$ cat src/rtl/lcd_pkg.sv
// lcd_pkg: shared constants and FSM encoding for the LCD text buffer
package lcd_pkg;
  localparam int ADDR_W = 5;
  localparam logic [7:0] CHAR_BS = 8'h08;
  localparam logic [7:0] CHAR_CR = 8'h0D;
  localparam logic [7:0] CHAR_FF = 8'h0C;
  localparam logic [7:0] CHAR_MIN = 8'h20;
  localparam logic [7:0] CHAR_MAX = 8'h7E;
  typedef enum logic {ST_IDLE, ST_CLEAR} state_t;
  function automatic logic is_printable(input logic [7:0] c);
    return c >= CHAR_MIN && c <= CHAR_MAX;
  endfunction
endpackage

$ cat src/rtl/lcd_char_ram.sv
// lcd_char_ram: 32x8 character array, sync write and registered read-before-write
module lcd_char_ram
  import lcd_pkg::*;
(
  input  logic              CLK,
  input  logic              RESETN,
  input  logic              we,
  input  logic [ADDR_W-1:0] waddr,
  input  logic [7:0]        wdata,
  input  logic [ADDR_W-1:0] raddr,
  output logic [7:0]        rdata
);
  logic [7:0] mem [2**ADDR_W];
  always_ff @(posedge CLK) if (we) mem[waddr] <= wdata;
  always_ff @(posedge CLK or negedge RESETN)
    if (!RESETN) rdata <= '0;
    else rdata <= mem[raddr];
endmodule

$ cat src/rtl/lcd_text_buffer.sv
// lcd_text_buffer: 2x16 character store with cursor, control codes, clear sweep and dirty flag
module lcd_text_buffer
  import lcd_pkg::*;
#(
  parameter int COLS = 16,
  parameter int ROWS = 2,
  parameter logic [7:0] BLANK = 8'h20
) (
  input  logic              CLK,
  input  logic              RESETN,
  input  logic              IN_VALID,
  output logic              IN_READY,
  input  logic [7:0]        IN_CHAR,
  input  logic [ADDR_W-1:0] RD_ADDR,
  output logic [7:0]        RD_CHAR,
  output logic [ADDR_W-1:0] CURSOR,
  output logic              DIRTY,
  input  logic              DIRTY_CLR,
  output logic              BUSY
);
  localparam logic [ADDR_W-1:0] LAST = ADDR_W'(COLS * ROWS - 1);
  state_t state, state_nxt;
  logic [ADDR_W-1:0] sweep, cursor_nxt, wr_addr;
  logic [7:0] wr_data;
  logic wr_en, accept, is_print, is_bs, is_cr, is_ff, sweep_done, effect;
  assign accept = IN_VALID && IN_READY;
  assign is_print = accept && is_printable(IN_CHAR);
  assign is_bs = accept && IN_CHAR == CHAR_BS && CURSOR != '0;
  assign is_cr = accept && IN_CHAR == CHAR_CR;
  assign is_ff = accept && IN_CHAR == CHAR_FF;
  assign sweep_done = state == ST_CLEAR && sweep == LAST;
  assign effect = is_print || is_bs || is_cr || is_ff;
  always_ff @(posedge CLK or negedge RESETN)
    if (!RESETN) state <= ST_CLEAR;
    else state <= state_nxt;
  always_comb
    state_nxt = state == ST_CLEAR ? (sweep_done ? ST_IDLE : ST_CLEAR)
                                  : (is_ff ? ST_CLEAR : ST_IDLE);
  always_comb begin
    IN_READY = state == ST_IDLE;
    BUSY = state == ST_CLEAR;
    wr_en = BUSY || is_print || is_bs;
    wr_addr = BUSY ? sweep : is_bs ? CURSOR - ADDR_W'(1) : CURSOR;
    wr_data = is_print ? IN_CHAR : BLANK;
  end
  // a form feed leaves the cursor alone until the sweep finishes
  always_comb
    cursor_nxt = sweep_done ? '0
               : is_print   ? CURSOR + ADDR_W'(1)
               : is_bs      ? CURSOR - ADDR_W'(1)
               : is_cr      ? {~CURSOR[ADDR_W-1], {(ADDR_W-1){1'b0}}}
               : CURSOR;
  always_ff @(posedge CLK or negedge RESETN)
    if (!RESETN) begin
      sweep <= '0;
      CURSOR <= '0;
      DIRTY <= 1'b0;
    end else begin
      sweep <= BUSY ? sweep + ADDR_W'(1) : '0;
      CURSOR <= cursor_nxt;
      DIRTY <= effect || sweep_done || (DIRTY && !DIRTY_CLR);
    end
  lcd_char_ram u_ram (
    .CLK(CLK),
    .RESETN(RESETN),
    .we(wr_en),
    .waddr(wr_addr),
    .wdata(wr_data),
    .raddr(RD_ADDR),
    .rdata(RD_CHAR)
  );
endmodule

$ cat config.mk
export PLATFORM = sky130hd
export DESIGN_NAME = lcd_text_buffer
export DESIGN_NICKNAME = d
export VERILOG_FILES = /design/src/rtl/lcd_pkg.sv /design/src/rtl/lcd_char_ram.sv /design/src/rtl/lcd_text_buffer.sv
export SDC_FILE = /design/constraint.sdc
export NUM_CORES = 1
export LEC_CHECK = 0
export CAP_MARGIN = 15
export CORE_UTILIZATION = 29
export CTS_CLUSTER_SIZE = 14
export DETAILED_ROUTE_END_ITERATION = 7
export DONT_BUFFER_PORTS = 1
export GPL_TIMING_DRIVEN = 0
export SYNTH_ARGS = -nofsm -noshare
export SYNTH_HDL_FRONTEND = slang
export SYNTH_SLANG_ARGS = --single-unit
$ cat constraint.sdc
create_clock -name CLK -period 5.4 [get_ports CLK]
set_clock_uncertainty 0.15 [all_clocks]
set_input_delay 0.81 -clock CLK [delete_from_list [all_inputs] [get_ports CLK]]
set_output_delay 0.81 -clock CLK [all_outputs]
set_load 0.02 [all_outputs]
=== Word level (Yosys, flattened, before mapping) ===
Memory sizes are Yosys's and may differ from the RTL's. A register that Yosys moved wholly into a read port is not among the register bits.
Index checks and enable logic that the tools add are counted.

* $add $sub $neg: 3
* $mul: 0
* Divide/modulo/power cells: 0
* Magnitude comparators: 2
* Equal/unequal tests: 4
* Shift operators: 0
* Mux-type cells: 13
* Bitwise operators: 2
* Reduce and logical (&&, ||, !) cells: 20

{| class="wikitable"
|+ Operators by type and width
! kind !! count
|-
| two-way mux 5 bit || 7
|-
| equality test 8 x 4 -> 1 bit, second input constant || 3
|-
| adder 5 x 1 -> 5 bit, second input constant || 2
|-
| logical AND 1 bit || 9
|-
| greater-or-equal comparator 8 x 6 -> 1 bit, second input constant || 1
|-
| less-or-equal comparator 8 x 7 -> 1 bit, second input constant || 1
|-
| two-way mux 8 bit || 1
|-
| logical OR 1 bit || 7
|-
| equality test 5 bit, second input constant || 1
|-
| two-way mux 1 bit || 5
|-
| nonzero test 5 bit || 1
|-
| subtractor 5 x 1 -> 5 bit, second input constant || 1
|-
| nonzero test 4 bit || 1
|-
| logical NOT 1 bit || 2
|-
| inverter 1 bit || 2
|}

* Flip-flop bits (word level): 12
* Latch bits: 0
* Bits in writable memories: 256
* Memory bits (read-only): 0
* Logic and storage cells: 49
* Memories kept: 1

{| class="wikitable"
|+ Memories
! memory !! depth !! width !! read ports !! clocked after memory_dff !! wr ports !! line !! source
|-
| u_ram.mem || 32 || 8 || 1 || 1 || 1 || lcd_char_ram.sv:13 || <nowiki>logic [7:0] mem [2**ADDR_W];</nowiki>
|}

=== Depth between registers and ports, before layout ===
* Word-level depth: 9
* Mapped depth: 10
* Gate-level depth less buffers: 10

=== Hierarchy ===
From an unflattened synthesis, not the netlist that was laid out.

* Cell total of the unflattened synthesis: 518
* Area total of the unflattened synthesis: 11028.1 um2

{| class="wikitable"
|+ By module, submodules not included
! module !! instances !! cells each !! area each (um2) !! seq. area each (um2)
|-
| lcd_char_ram || 1 || 417 || 10093.4 || 7887.6
|-
| lcd_text_buffer || 1 || 101 || 934.6 || 301.5
|}

=== Worst setup path after synthesis ===
No wires, ideal clock.

* Path kind: input-to-reg
* From: in IN_CHAR[1]
* To: mem u_ram.mem[13][0] (enable)
* Library setup time: 0.383 ns
* Arrival time: 3.333 ns
* Data required time: 4.867 ns
* Setup slack: 1.533 ns
* Cell stages on the path: 8
* Path through: or4_4 -> or3_1 -> buf_2 -> nor2_4 -> ha_1 -> o21a_1 -> clkbuf_1 -> nor3_1

* Cells in the longest elaborated chain, start to end: 7

{| class="wikitable"
|+ Ends and longest elaborated chain
! element !! line !! source
|-
| start, declared || lcd_text_buffer.sv:13 || <nowiki>input logic [7:0] IN_CHAR,</nowiki>
|-
| greater-or-equal comparator 8 x 6 -> 1 bit or less-or-equal comparator 8 x 7 -> 1 bit (tied branches) || lcd_pkg.sv:11 || <nowiki>return c >= CHAR_MIN && c <= CHAR_MAX;</nowiki>
|-
| logical AND 1 bit || lcd_pkg.sv:11 ||
|-
| logical AND 1 bit || lcd_text_buffer.sv:27 || <nowiki>assign is_print = accept && is_printable(IN_CHAR);</nowiki>
|-
| logical OR 1 bit (2 in a row) || lcd_text_buffer.sv:42 || <nowiki>wr_en = BUSY || is_print || is_bs;</nowiki>
|-
| two-way mux 1 bit || lcd_char_ram.sv:14 || <nowiki>always_ff @(posedge CLK) if (we) mem[waddr] <= wdata;</nowiki>
|-
| two-way mux 1 bit (implied by the code) || lcd_char_ram.sv:14 ||
|-
| end, declared || lcd_char_ram.sv:13 ||
|}

Several ways; a longest one is shown, not always the timed one.

=== Final worst setup path ===
* From: reg CURSOR[1]
* To: mem u_ram.mem[1][1] (enable)

* Cells in the longest elaborated chain, start to end: 5

{| class="wikitable"
|+ Ends and longest elaborated chain
! element !! line !! source
|-
| start, declared || lcd_text_buffer.sv:16 || <nowiki>output logic [ADDR_W-1:0] CURSOR,</nowiki>
|-
| start signal, assigned || lcd_text_buffer.sv:60 || <nowiki>CURSOR <= cursor_nxt;</nowiki>
|-
| branches (longest 5 deep; another with subtractor 5 x 1 -> 5 bit) || n/a ||
|}

Parallel ways; which one is timed is not known.

==> flow_summary.yaml <==
synth:
  syn_area_mm2: 0.0112
  netlist.top_cell.by_area: "edfxtp_1"
  syn_inst: 560
  synth_area_leaders: "edfxtp_1, mux4_2, dfrtp_1"
  ys_seq_area_share_pct: 72.9
  ys.flop_type: "edfxtp_1"
  synthDistinctLibCells: 63
  synthTopCellsByCount: "edfxtp_1, mux4_2, nor2_1, dfrtp_1, nand2_1"
  yosysMostFrequentCell: "edfxtp_1"
  yosys.area.top_type_share_pct: 68.5
  async_flop_share_pct: 7.25
  ys.warnings.count: 0
  synth_edf_count: 256
  synth-seq-cells: 276
  synth_area_per_cell_um2: 20.1
worst_setup_path:
  critPathRequiredTime_ps: 5410
  crit_fanout: 9
  critPathBufInv: 1
  slowest_stage: "nor2_1"
  cp_slowest_stage_delay_ps: 750
  worstPathCellList: "inv_1 > ha_1 > or3b_1 > nor2_1 > nor2_4 > ha_1 > o21ai_0 > nand2_1 > nor2_1"
  cpLargestDelayFamily: "simple AND/OR/NAND/NOR gates"
  setup.worst_path.class: "reg2reg"
  crit_path_start_kind: "register"
  crit_arrival_ps: 4180
  worst_setup_path_end_kind: "register"
layout:
  fin_cells: 1172
  nFillCells: 3581
  drive_gt1_share_pct: 25.8
  fin_area_mm2: 0.0131
  multi_input_area_mm2: 0.00303
  layout.nets: 659
  final-seq-area_mm2: 0.00819
  area_delta_synth_final_pct: 16.8
power:
  p_leak_nw: 4.19
  power.internal_mw: 3.66
  power_per_cell_area_mw_per_mm2: 363
  ir_drop_mv: 0.225
  swShare_pct: 23.1
  power_mw: 4.76
  p_switching_mw: 1.10
  pwr-share-comb_pct: 8.3
  p_clk_share_pct: 40.7
  p_seq_share_pct: 51.0
timing:
  slew_headroom_pct: 23.2
  hold_viol: 0
  tightest_slew_ps: 1150
  fin_crit_sh_pct: 77.1
  grt_setup_unrepaired: "false"
  min_period_ps: 4160
  fin_setup_tns_ps: 0
  fmax_ghz: 0.240
  drv_slew: 0
  setup-violations-final: 0
place:
  detailed_place_hpwl_um: 16200
  placed_cell_area_mm2: 0.0120
  port_buffers: 0
  dp_cells: 1110
  gp_congestion: 0.803
drt:
  first_iter_violations: 528
  vias: 5528
  vias_per_cell: 4.72
  drtAntennaViolNets: 0
  firstDrtPassIters: 4
  wl_per_cell_um: 20.5
  drt_wl_total_um: 24000
  drc_errors: 0
clocking:
  cts_tree: "yes"
  clock-sinks: 276
  path_clk_slew_ps: 60
  h-tree-depth: 1
  cts_root_buffer: "clkbuf_16"
  cts_resized: 0
  clockBufferDepth: 3
  clkLatencyLatePin_ps: 550
  cts_buffers: 29
floorplanning:
  die_h_um: 199
  initial_core_util_pct: 29.7
  core_area_mm2: 0.0378
  row_count: 71
  die_x_um: 199
  dieArea_mm2: 0.0395
  ioPinCount: 33
global_route:
  grt_pass1_vias: 5710
  grt_pass1_wl_um: 36100
  grt_overflow: 0
  grt_max_degree: 33
  grt_usage_pct: 12.5
  antenna_found_initial: 0
min_path:
  hold_class: "in2reg"
job:
  drv_cap: 0
outcome:
  status: "finished, final reports clean"
-- worst paths after layout --
path,slack (ps),depth (start not counted),endpoint,start
max,1240,9,u_ram.mem[1][1],CURSOR[1]
min,280,2,BUSY,IN_CHAR[2]
max reg2reg,1240,9,u_ram.mem[1][1],CURSOR[1]
min reg2reg,410,1,sweep[0],sweep[0]
max in group asynchronous,4180,2,BUSY,RESETN
min in group asynchronous,410,1,CURSOR[2],RESETN
-- timing repair --
item,in CTS,in global routing
setup buffers,0,0
hold buffers,1,0
hold endpoints to repair,20,0
-- layer usage --
metal / vias to the layer above / wire (um) / global-route usage (%)
met4: 0 / 340 / 2.65
met2: 152 / 11300 / 20.0
met5: - / 0 / 0
li1: 2464 / - / -
met1: 2884 / 11100 / 17.7
met3: 28 / 1260 / 2.09
-- stage by stage --
step / util, % / setup slack, ps / hold WS (ps)
after floorplan: - / 1530 / 341
after global placement: 31.7 / 722 / 365
after detailed placement: 31.8 / 1080 / 365
after CTS: 34.3 / 1270 / 261
after global routing: 34.6 / 1000 / 283
final: 34.6 / 1240 / 276
-- state kept, by name, indices dropped and copies added, names as in the netlist --
register,flops
u_ram.mem,256
u_ram.rdata,8
CURSOR,5
sweep,5
BUSY,1
DIRTY,1
-- worst register-to-register path, delay by kind of cell (launching register included) --
family / cells / cell delay (ps)
simple gates: 5 / 1800
compound gates: 1 / 510
flops: 1 / 540
fa+ha+maj: 2 / 600
buf+inv: 1 / 180
-- layout make-up --
type                            instances  area share (%)
Antenna cell                            1          0.0191
Buffer                                 28           0.926
Clock buffer                           35            5.71
Clock inverter                         19            1.38
Inverter                                7           0.200
Multi-Input combinational cell        280            23.1
Sequential cell                       276            62.5
Tap cell                              511            4.88
Timing Repair Buffer                   15            1.33
-- power groups by stage --
stage / combinational (mW) / clock (mW) / sequential [mW]
6_report: 0.394 / 1.94 / 2.43
5_1_grt: 0.427 / 2.06 / 2.44
4_1_cts: 0.387 / 1.98 / 2.43
3_5_place_dp: 0.381 / 0 / 2.48
3_3_place_gp: 0.371 / 0 / 2.47
2_1_floorplan: 0.268 / 0 / 2.46
-- placed cells by master, fill, tap and decap left out, types with 2 or more instances in the layout --
| master | n |
|---|---|
| and3_1 | 3 |
| dfrtp_1 | 19 |
| nor2_1 | 30 |
| o22ai_1 | 3 |
| mux4_2 | 80 |
| nor3_1 | 12 |
| clkbuf_16 | 31 |
| buf_8 | 2 |
| ha_1 | 5 |
| clkinv_1 | 8 |
| edfxtp_1 | 256 |
| nand3_1 | 10 |
| o31a_1 | 4 |
| buf_4 | 2 |
| o32a_1 | 2 |
| inv_1 | 7 |
| buf_6 | 2 |
| buf_1 | 6 |
| nand2_1 | 17 |
| bufinv_16 | 3 |
| clkinv_2 | 6 |
| a211oi_1 | 2 |
| nor3_2 | 6 |
| o21ai_0 | 6 |
| nand2b_1 | 4 |
| buf_2 | 13 |
| nand4_1 | 2 |
| o31ai_1 | 2 |
| or3_1 | 3 |
| conb_1 | 32 |
| clkbuf_1 | 20 |
| a32oi_1 | 2 |
| and2_1 | 9 |
| a21oi_1 | 5 |
| mux2_2 | 8 |
-- cell families after synthesis --
kind of cell	Yosys count	synth area share (%)
buffers and inverters	35	1.31
adder cells (fa/ha/maj)	5	0.557
multiplexers	88	16.8
other	1	0.0334
flip-flops	276	72.9
XOR/XNOR	2	0.156
AO/OA/AOI/OAI	40	2.64
AND/OR/NAND/NOR	113	5.52
Note: power is estimated with default switching activity, not from simulation.
